`src/rtl/alu_pkg.sv`:
```
// Shared ALU datapath types: the NZCV flag bundle and the default operand width.
package alu_pkg;

  localparam int unsigned DEFAULT_WIDTH = 64;

  typedef struct packed {
    logic n;
    logic z;
    logic c;
    logic v;
  } flags_t;

endpackage

```
`src/rtl/add_segment.sv`:
```
// Combinational ripple of SEG full adders; also exposes the carry into the segment MSB.
module add_segment #(
  parameter int unsigned SEG = 16
) (
  input  logic [SEG-1:0] a,
  input  logic [SEG-1:0] b,
  input  logic           cin,
  output logic [SEG-1:0] sum,
  output logic           cout,
  output logic           c_msb_in
);

  logic [SEG:0] w_c;

  always_comb begin
    w_c    = '0;
    sum    = '0;
    w_c[0] = cin;
    for (int unsigned i = 0; i < SEG; i++) begin
      sum[i]   = a[i] ^ b[i] ^ w_c[i];
      w_c[i+1] = (a[i] & b[i]) | (w_c[i] & (a[i] ^ b[i]));
    end
  end

  assign cout     = w_c[SEG];
  assign c_msb_in = w_c[SEG-1];

endmodule

```
`src/rtl/pipelined_add_sub.sv`:
```
// Pipelined add/sub: one SEG-bit carry segment resolved per stage, valid/ready on both
// sides, NZCV flags registered alongside the final-stage result.
module pipelined_add_sub
  import alu_pkg::*;
#(
  parameter int unsigned WIDTH  = DEFAULT_WIDTH,
  parameter int unsigned STAGES = 4
) (
  input  logic             clk,
  input  logic             reset,
  input  logic             in_valid,
  output logic             in_ready,
  input  logic [WIDTH-1:0] a,
  input  logic [WIDTH-1:0] b,
  input  logic             sub,
  output logic             out_valid,
  input  logic             out_ready,
  output logic [WIDTH-1:0] result,
  output logic             flag_n,
  output logic             flag_z,
  output logic             flag_c,
  output logic             flag_v
);

  localparam int unsigned SEG = WIDTH / STAGES;

  if ((WIDTH % STAGES) != 0) begin : g_bad_cfg
    $error("pipelined_add_sub: WIDTH (%0d) must be a multiple of STAGES (%0d)", WIDTH, STAGES);
  end

  logic [STAGES-1:0] r_valid;
  logic [STAGES-1:0] w_load;
  logic [STAGES-1:0] w_srcv;
  logic              w_down_free;
  flags_t            r_flags;

  // Walk from the output back to stage 0: a stage may load if it is empty or the
  // stage after it is taking its contents this cycle.
  always_comb begin
    w_load      = '0;
    w_down_free = out_ready;
    for (int unsigned i = 0; i < STAGES; i++) begin
      w_load[STAGES-1-i] = !r_valid[STAGES-1-i] || w_down_free;
      w_down_free        = w_load[STAGES-1-i];
    end
  end

  always_ff @(posedge clk) begin
    if (reset) begin
      r_valid <= '0;
    end else begin
      r_valid <= (r_valid & ~w_load) | (w_srcv & w_load);
    end
  end

  for (genvar k = 0; k < STAGES; k++) begin : g_st
    localparam int unsigned PLO  = k * SEG;
    localparam int unsigned PUW  = WIDTH - PLO;
    localparam int unsigned LO   = PLO + SEG;
    localparam bit          LAST = (k == STAGES - 1);
    // Non-final layout: {upper b, upper a, carry, resolved low bits}.
    localparam int unsigned DW   = LAST ? WIDTH : 2 * WIDTH - LO + 1;

    logic [PUW-1:0] w_ua;
    logic [PUW-1:0] w_ub;
    logic           w_cin;
    logic [LO-1:0]  w_lo;
    logic [SEG-1:0] w_sum;
    logic           w_cout;
    logic [DW-1:0]  r_d;

    if (k == 0) begin : g_src
      assign w_ua      = a;
      assign w_ub      = sub ? ~b : b;
      assign w_cin     = sub;
      assign w_srcv[k] = in_valid;
      assign w_lo      = w_sum;
    end else begin : g_src
      assign w_ua      = g_st[k-1].r_d[PLO+1 +: PUW];
      assign w_ub      = g_st[k-1].r_d[PLO+1+PUW +: PUW];
      assign w_cin     = g_st[k-1].r_d[PLO];
      assign w_srcv[k] = r_valid[k-1];
      assign w_lo      = {w_sum, g_st[k-1].r_d[PLO-1:0]};
    end

    if (LAST) begin : g_tail
      logic w_cmsb;

      add_segment #(.SEG(SEG)) u_seg (
        .a        (w_ua[SEG-1:0]),
        .b        (w_ub[SEG-1:0]),
        .cin      (w_cin),
        .sum      (w_sum),
        .cout     (w_cout),
        .c_msb_in (w_cmsb)
      );

      always_ff @(posedge clk) begin
        if (reset) begin
          r_d     <= '0;
          r_flags <= '0;
        end else if (w_load[k] && w_srcv[k]) begin
          r_d     <= w_lo;
          r_flags <= '{n: w_lo[WIDTH-1], z: (w_lo == '0), c: w_cout, v: w_cout ^ w_cmsb};
        end
      end
    end else begin : g_body
      logic w_unused_cmsb;

      add_segment #(.SEG(SEG)) u_seg (
        .a        (w_ua[SEG-1:0]),
        .b        (w_ub[SEG-1:0]),
        .cin      (w_cin),
        .sum      (w_sum),
        .cout     (w_cout),
        .c_msb_in (w_unused_cmsb)
      );

      always_ff @(posedge clk) begin
        if (reset) begin
          r_d <= '0;
        end else if (w_load[k] && w_srcv[k]) begin
          r_d <= {w_ub[PUW-1:SEG], w_ua[PUW-1:SEG], w_cout, w_lo};
        end
      end
    end
  end

  assign in_ready  = w_load[0];
  assign out_valid = r_valid[STAGES-1];
  assign result    = g_st[STAGES-1].r_d;
  assign flag_n    = r_flags.n;
  assign flag_z    = r_flags.z;
  assign flag_c    = r_flags.c;
  assign flag_v    = r_flags.v;

endmodule

```
`config.mk`:
```
export PLATFORM = sky130hd
export DESIGN_NAME = pipelined_add_sub
export DESIGN_NICKNAME = d
export VERILOG_FILES = /design/src/rtl/alu_pkg.sv /design/src/rtl/add_segment.sv /design/src/rtl/pipelined_add_sub.sv
export SDC_FILE = /design/constraint.sdc
export NUM_CORES = 1
export LEC_CHECK = 0
export CORE_MARGIN = 2
export CORE_UTILIZATION = 49
export CTS_CLUSTER_SIZE = 12
export DETAILED_ROUTE_END_ITERATION = 16
export GPL_TIMING_DRIVEN = 0
export PLACE_DENSITY = 0.75
export SLEW_MARGIN = 20
export SYNTH_ARGS = -nofsm -noshare
export SYNTH_HDL_FRONTEND = slang
export SYNTH_HIERARCHICAL = 1
export SYNTH_SLANG_ARGS = --single-unit
```
`constraint.sdc`:
```
create_clock -name clk -period 7.4 [get_ports clk]
set_input_delay 1.11 -clock clk [delete_from_list [all_inputs] [get_ports clk]]
set_output_delay 1.11 -clock clk [all_outputs]
set_load 0.1 [all_outputs]
```
### After elaboration in Yosys (flattened, before gate mapping)

Index checks and enable logic that the tools add are counted.
W data, S select, Z words.

| storage, ports and cells | value |
|---|---|
| word-level logic and storage cells | 349 |
| flip-flop bits (word level) | 363 |
| bits of input ports | 133 |
| output and inout bits | 70 |

| operators by class | value |
|---|---|
| bitwise operators | 326 |
| reductions and logical operators | 13 |
| multiplexer cells | 1 |

Operators with widths:

| operator | number |
|---|---|
| $xor A1 B1 Y1 | 129 |
| $and A1 B1 Y1 | 128 |
| $logic_not A64 Y1 | 1 |
| $mux W64 | 1 |
| $not A64 Y64 | 1 |
| $or A1 B1 Y1 | 64 |
| $and A4 B4 Y4 | 2 |
| $logic_and A1 B1 Y1 | 4 |
| $logic_not A1 Y1 | 4 |
| $logic_or A1 B1 Y1 | 4 |
| $not A4 Y4 | 1 |
| $or A4 B4 Y4 | 1 |

### Depth between registers and ports, before layout

| logic depth | value |
|---|---|
| depth after elaboration | 35 |
| mapped depth | 25 |

### Modules after synthesis

Netlist, hierarchy kept.

By module, submodules not included:

| module | area each (µm²) | cells each | instances | sequential area each (µm²) |
|---|---|---|---|---|
| pipelined_add_sub | 13245.2 | 1619 | 1 | 7247.0 |
| add_segment | 357.8 | 26 | 4 | 0.0 |

### Least setup slack after synthesis

OpenSTA, ideal clock, no wires.

| path | value |
|---|---|
| path kind | input -> register |
| start point | input port sub |
| end point | register g_st[0].r_d[15] |
| required time | 7330 ps |
| setup slack | -362 ps |
| arrival | 7692 ps |
| stages | 25 |
| cell sequence | buf_2 -> buf_2 -> xor2_1 -> fa_1 -> inv_1 -> fa_1 -> inv_1 -> fa_1 -> fa_1 -> fa_1 -> fa_1 -> fa_1 -> fa_1 -> fa_1 -> fa_1 -> fa_1 -> fa_1 -> fa_1 -> fa_1 -> inv_1 -> fa_1 -> inv_1 -> fa_1 -> nand2_1 -> a21oi_1 |

| on the way | value |
|---|---|
| longest elaborated chain between the ends | 33 |
| elaborated cells between the ends (all ways) | 63 |
| classes of those cells | mux: 1; bitwise: 62 |

RTL lines:

| what | RTL line | RTL |
|---|---|---|
| start: declaration | pipelined_add_sub.sv:15 | `input logic sub,` |
| $mux W64 (*) | pipelined_add_sub.sv:74 | `assign w_ub = sub ? ~b : b;` |
| via g_st[0].w_ub[0] | pipelined_add_sub.sv:65 | `logic [PUW-1:0] w_ub;` |
| $xor A1 B1 Y1 | add_segment.sv:21 | `w_c[i+1] = (a[i] & b[i]) \| (w_c[i] & (a[i] ^ b[i]));` |
| $and A1 B1 Y1 | add_segment.sv:21 |  |
| $or A1 B1 Y1 (*) | add_segment.sv:21 |  |
| $and A1 B1 Y1 (*) | add_segment.sv:21 |  |
| $or A1 B1 Y1 (*) | add_segment.sv:21 |  |
| $and A1 B1 Y1 (*) | add_segment.sv:21 |  |
| [... 20 more ...] | -- |  |
| $or A1 B1 Y1 (*) | add_segment.sv:21 |  |
| $and A1 B1 Y1 (*) | add_segment.sv:21 |  |
| $or A1 B1 Y1 (*) | add_segment.sv:21 |  |
| $and A1 B1 Y1 (*) | add_segment.sv:21 |  |
| $or A1 B1 Y1 (*) | add_segment.sv:21 |  |
| via g_st[0].g_body.w_unused_cmsb | pipelined_add_sub.sv:108 | `logic w_unused_cmsb;` |
| $xor A1 B1 Y1 (*) | add_segment.sv:20 | `sum[i] = a[i] ^ b[i] ^ w_c[i];` |
| via g_st[0].w_lo[15] | pipelined_add_sub.sv:67 | `logic [LO-1:0] w_lo;` |
| end signal: assignment | pipelined_add_sub.sv:123 | `r_d <= {w_ub[PUW-1:SEG], w_ua[PUW-1:SEG], w_cout, w_lo};` |
| end: declaration | pipelined_add_sub.sv:70 | `logic [DW-1:0] r_d;` |

Mark *: on every way through the listed nets, which the timed path passes. The rest lies on a longest branch.
A chain may end at the register's enable or synchronous reset.

### Worst setup path after layout

Ends and elaborated chain as after synthesis.

==> reports/summary.json <==
{
  "pwr-share-clk": 0.413,
  "initial_utilization": 0.497,
  "routedWlPerCell_um": 16.1,
  "timing.final.crit_period_ns": 7.18,
  "switching_power_uw": 1020,
  "swShare": 0.241,
  "floorplan.die.height_um": 177,
  "numPortBuffers": 201,
  "share_of_layout_cells_above_drive_strength_1": 0.0856,
  "synth_largest_type_area_fraction": 0.494,
  "synth_nets": 1920,
  "cpLargestDelayFamily": "adder cells",
  "design.core.area_um2": 29600,
  "number_of_vias_per_cell_after_detailed_routing": 5.09,
  "number_of_flops_mapped_to_enable_cells_by_yosys": 0,
  "worstSetupPathType": "in2reg",
  "finalHoldViolCount": 0,
  "num_antenna_cells": 0,
  "drv_slew": 0,
  "vias_post_dr": 12100,
  "synth.most_common_cell": "sky130_fd_sc_hd__nand2_1",
  "grt_use_total": 0.245,
  "path_clk_slew_ns": 0.06,
  "timing.critical_path.required_ns": 7.86,
  "final_cells": 2376,
  "drt_iter0_markers": 774,
  "max_slew.worst_pin.slew_ns": 1.08,
  "cts_tree": "done",
  "synth.yosys.warnings": 6,
  "cts_made_buffers": 38,
  "static-leakage-power_uw": 0.00661,
  "hpwl_um": 28700,
  "post_detailed_route_drc_marker_count": 0,
  "final.setup.worst_slack_ns": 0.225,
  "grt_antenna_before_repair": 1,
  "die_width_um": 177,
  "power_density_nw_per_um2": 229,
  "dominant_cells_by_area_after_synthesis": "sky130_fd_sc_hd__dfxtp_1 49%, sky130_fd_sc_hd__nand2_1 16%, sky130_fd_sc_hd__a21oi_1 11%, sky130_fd_sc_hd__fa_1 8.7%, sky130_fd_sc_hd__a211oi_2 3.4%",
  "start_kind": "primary input",
  "sequentialPowerShare": 0.490,
  "setup_viol": 0,
  "max-cap-violations": 0,
  "placed_area_um2": 17200,
  "grt_start_max_net_pins": 17,
  "status": "complete, no violations",
  "cts_num_sinks": 362,
  "holdBufCountCts": 0,
  "worst-path-max-fanout": 2,
  "max-slew-margin-rel": 0.277,
  "pin_count": 203,
  "wire_length_of_the_first_global_routing_pass_um": 60400,
  "cp_data_arrival_time_ns": 7.64,
  "totalNegativeSetupSlack_ns": 0,
  "slowest_delay_ns": 0.48,
  "end_kind": "register",
  "synth_area_leader_cell": "sky130_fd_sc_hd__dfxtp_1",
  "synth_ff_type": "sky130_fd_sc_hd__dfxtp_1",
  "design_area_um2": 18400,
  "synthDistinctLibCells": 29,
  "hold_class": "reg2reg",
  "std_cell_rows": 63,
  "worst_ir_drop_vdd_v": 0.000135,
  "clock_skew_ns": 0.0181,
  "layout_worst_path_cycle_share": 0.970,
  "die_ar_um2": 31400,
  "cts_htree_levels": 2,
  "numPlacedInstances": 2314,
  "synth_area_per_cell_um2": 8.52,
  "synthCells": 1723,
  "synth.cell_area_um2": 14700,
  "drt_pass1_iterations": 5,
  "finish.net_count": 2162,
  "p_comb_frac": 0.098,
  "max_freq_mhz": 139,
  "cts_buffer_depth": 3,
  "grt_pass1_vias": 11900,
  "globalplace.congestion": 0.889,
  "finalWirelength_um": 38200,
  "post_synthesis_sequential_element_count": 362,
  "cp.buffers_inverters": 6,
  "asyncSetResetFlopFracSynth": 0,
  "rsz0062_at_grt": "no",
  "final.hold.worst_slack_ns": 0.440,
  "synth-seq-area-share": 0.494,
  "clkLatencyLatePin_ns": 0.53,
  "internal-power_uw": 3200,
  "synth.cells.most_frequent": "620 x sky130_fd_sc_hd__nand2_1, 362 x sky130_fd_sc_hd__dfxtp_1, 312 x sky130_fd_sc_hd__a21oi_1",
  "grt_overflow_total": 0,
  "route.antenna.remaining_nets": 0,
  "place_ws_ns": -0.906,
  "cts-root-buf": "sky130_fd_sc_hd__clkbuf_16",
  "synthToLayoutAreaGrowth_pct": 25.2,
  "timing.critical_path.slowest_stage_cell": "sky130_fd_sc_hd__fa_1"
}
worst min-delay path: stages (launching register included):
cell	delay, ns
sky130_fd_sc_hd__dfxtp_1	0.31
sky130_fd_sc_hd__nand2_1	0.05
sky130_fd_sc_hd__a21oi_1	0.05
logic make-up after synthesis:
family,after synthesis,synth area share
compound gates,366,0.147
xor+xnor,65,0.0388
fa+ha+maj,64,0.0873
buf+inv,166,0.0488
flops,362,0.494
simple gates,700,0.184
final timing paths:
check | cells after the start | start | slack [ns] | to
setup / recovery | 25 | sub | 0.22 | g_st[0].r_d[15]
hold reg to reg | 2 | g_st[1].r_d[64] | 0.44 | g_st[2].r_d[64]
hold / removal | 2 | g_st[1].r_d[64] | 0.44 | g_st[2].r_d[64]
setup reg to reg | 24 | g_st[2].r_d[49] | 0.27 | flag_z
state kept, by name (all words and copies together) (netlist names), named ones only:
name and cells:
result 63, flag_z 1, flag_c 1, g_st.r_d 291, flag_n 1, flag_v 1
timing repair:
action                                 in CTS  in global routing
pin swaps                                   2                  2
buffers inserted                            2                  0
setup endpoints to repair                   4                  2
endpoints found under the hold margin       0                  0
gates resized for setup                    10                  8
power by group through the flow:
| stage | Combinational, uW | Clock, uW | Sequential, uW |
|---|---|---|---|
| floorplan | 244 | 0 | 2100 |
| global placement | 399 | 0 | 2100 |
| detailed placement | 409 | 0 | 2110 |
| CTS | 412 | 1760 | 2060 |
| global route | 460 | 1850 | 2070 |
| finish | 411 | 1740 | 2060 |
per-layer routing:
metal  up-vias  global-route usage  share of wire
li1       6022                   -              -
met1      5673               0.304           0.41
met2       335               0.424           0.48
met3        71              0.0539          0.074
met4         2              0.0792          0.030
met5         -                   0        0.00034
per-stage QoR:
stage                     utilization  power [uW]
after global placement          0.582        2500
after floorplan                     -        2340
after global routing            0.622        4380
after detailed placement        0.582        2510
after CTS                       0.621        4240
final                           0.622        4210
layout make-up:
type,count,area (um2)
Buffer,123,569
Sequential cell,362,7250
Fill cell,2582,11200
Tap cell,390,488
Timing Repair Buffer,203,2030
Inverter,42,158
Multi-Input combinational cell,1195,6770
Clock buffer,56,1070
Clock inverter,5,47.5
layout by cell type, fill, tap and decap left out, drive strengths merged, types with 2 or more instances in the layout:
cell type,count
inv,45
a21oi,312
nor4,15
xnor2,49
xor2,16
fa,64
clkbuf,118
nand2,620
a21boi,2
o21ai,3
clkdlybuf4s50,200
buf,63
nor2,54
a211oi,49
clkinv,2
dfxtp,362
nand4,4
Note: power is estimated with default switching activity, not from simulation.
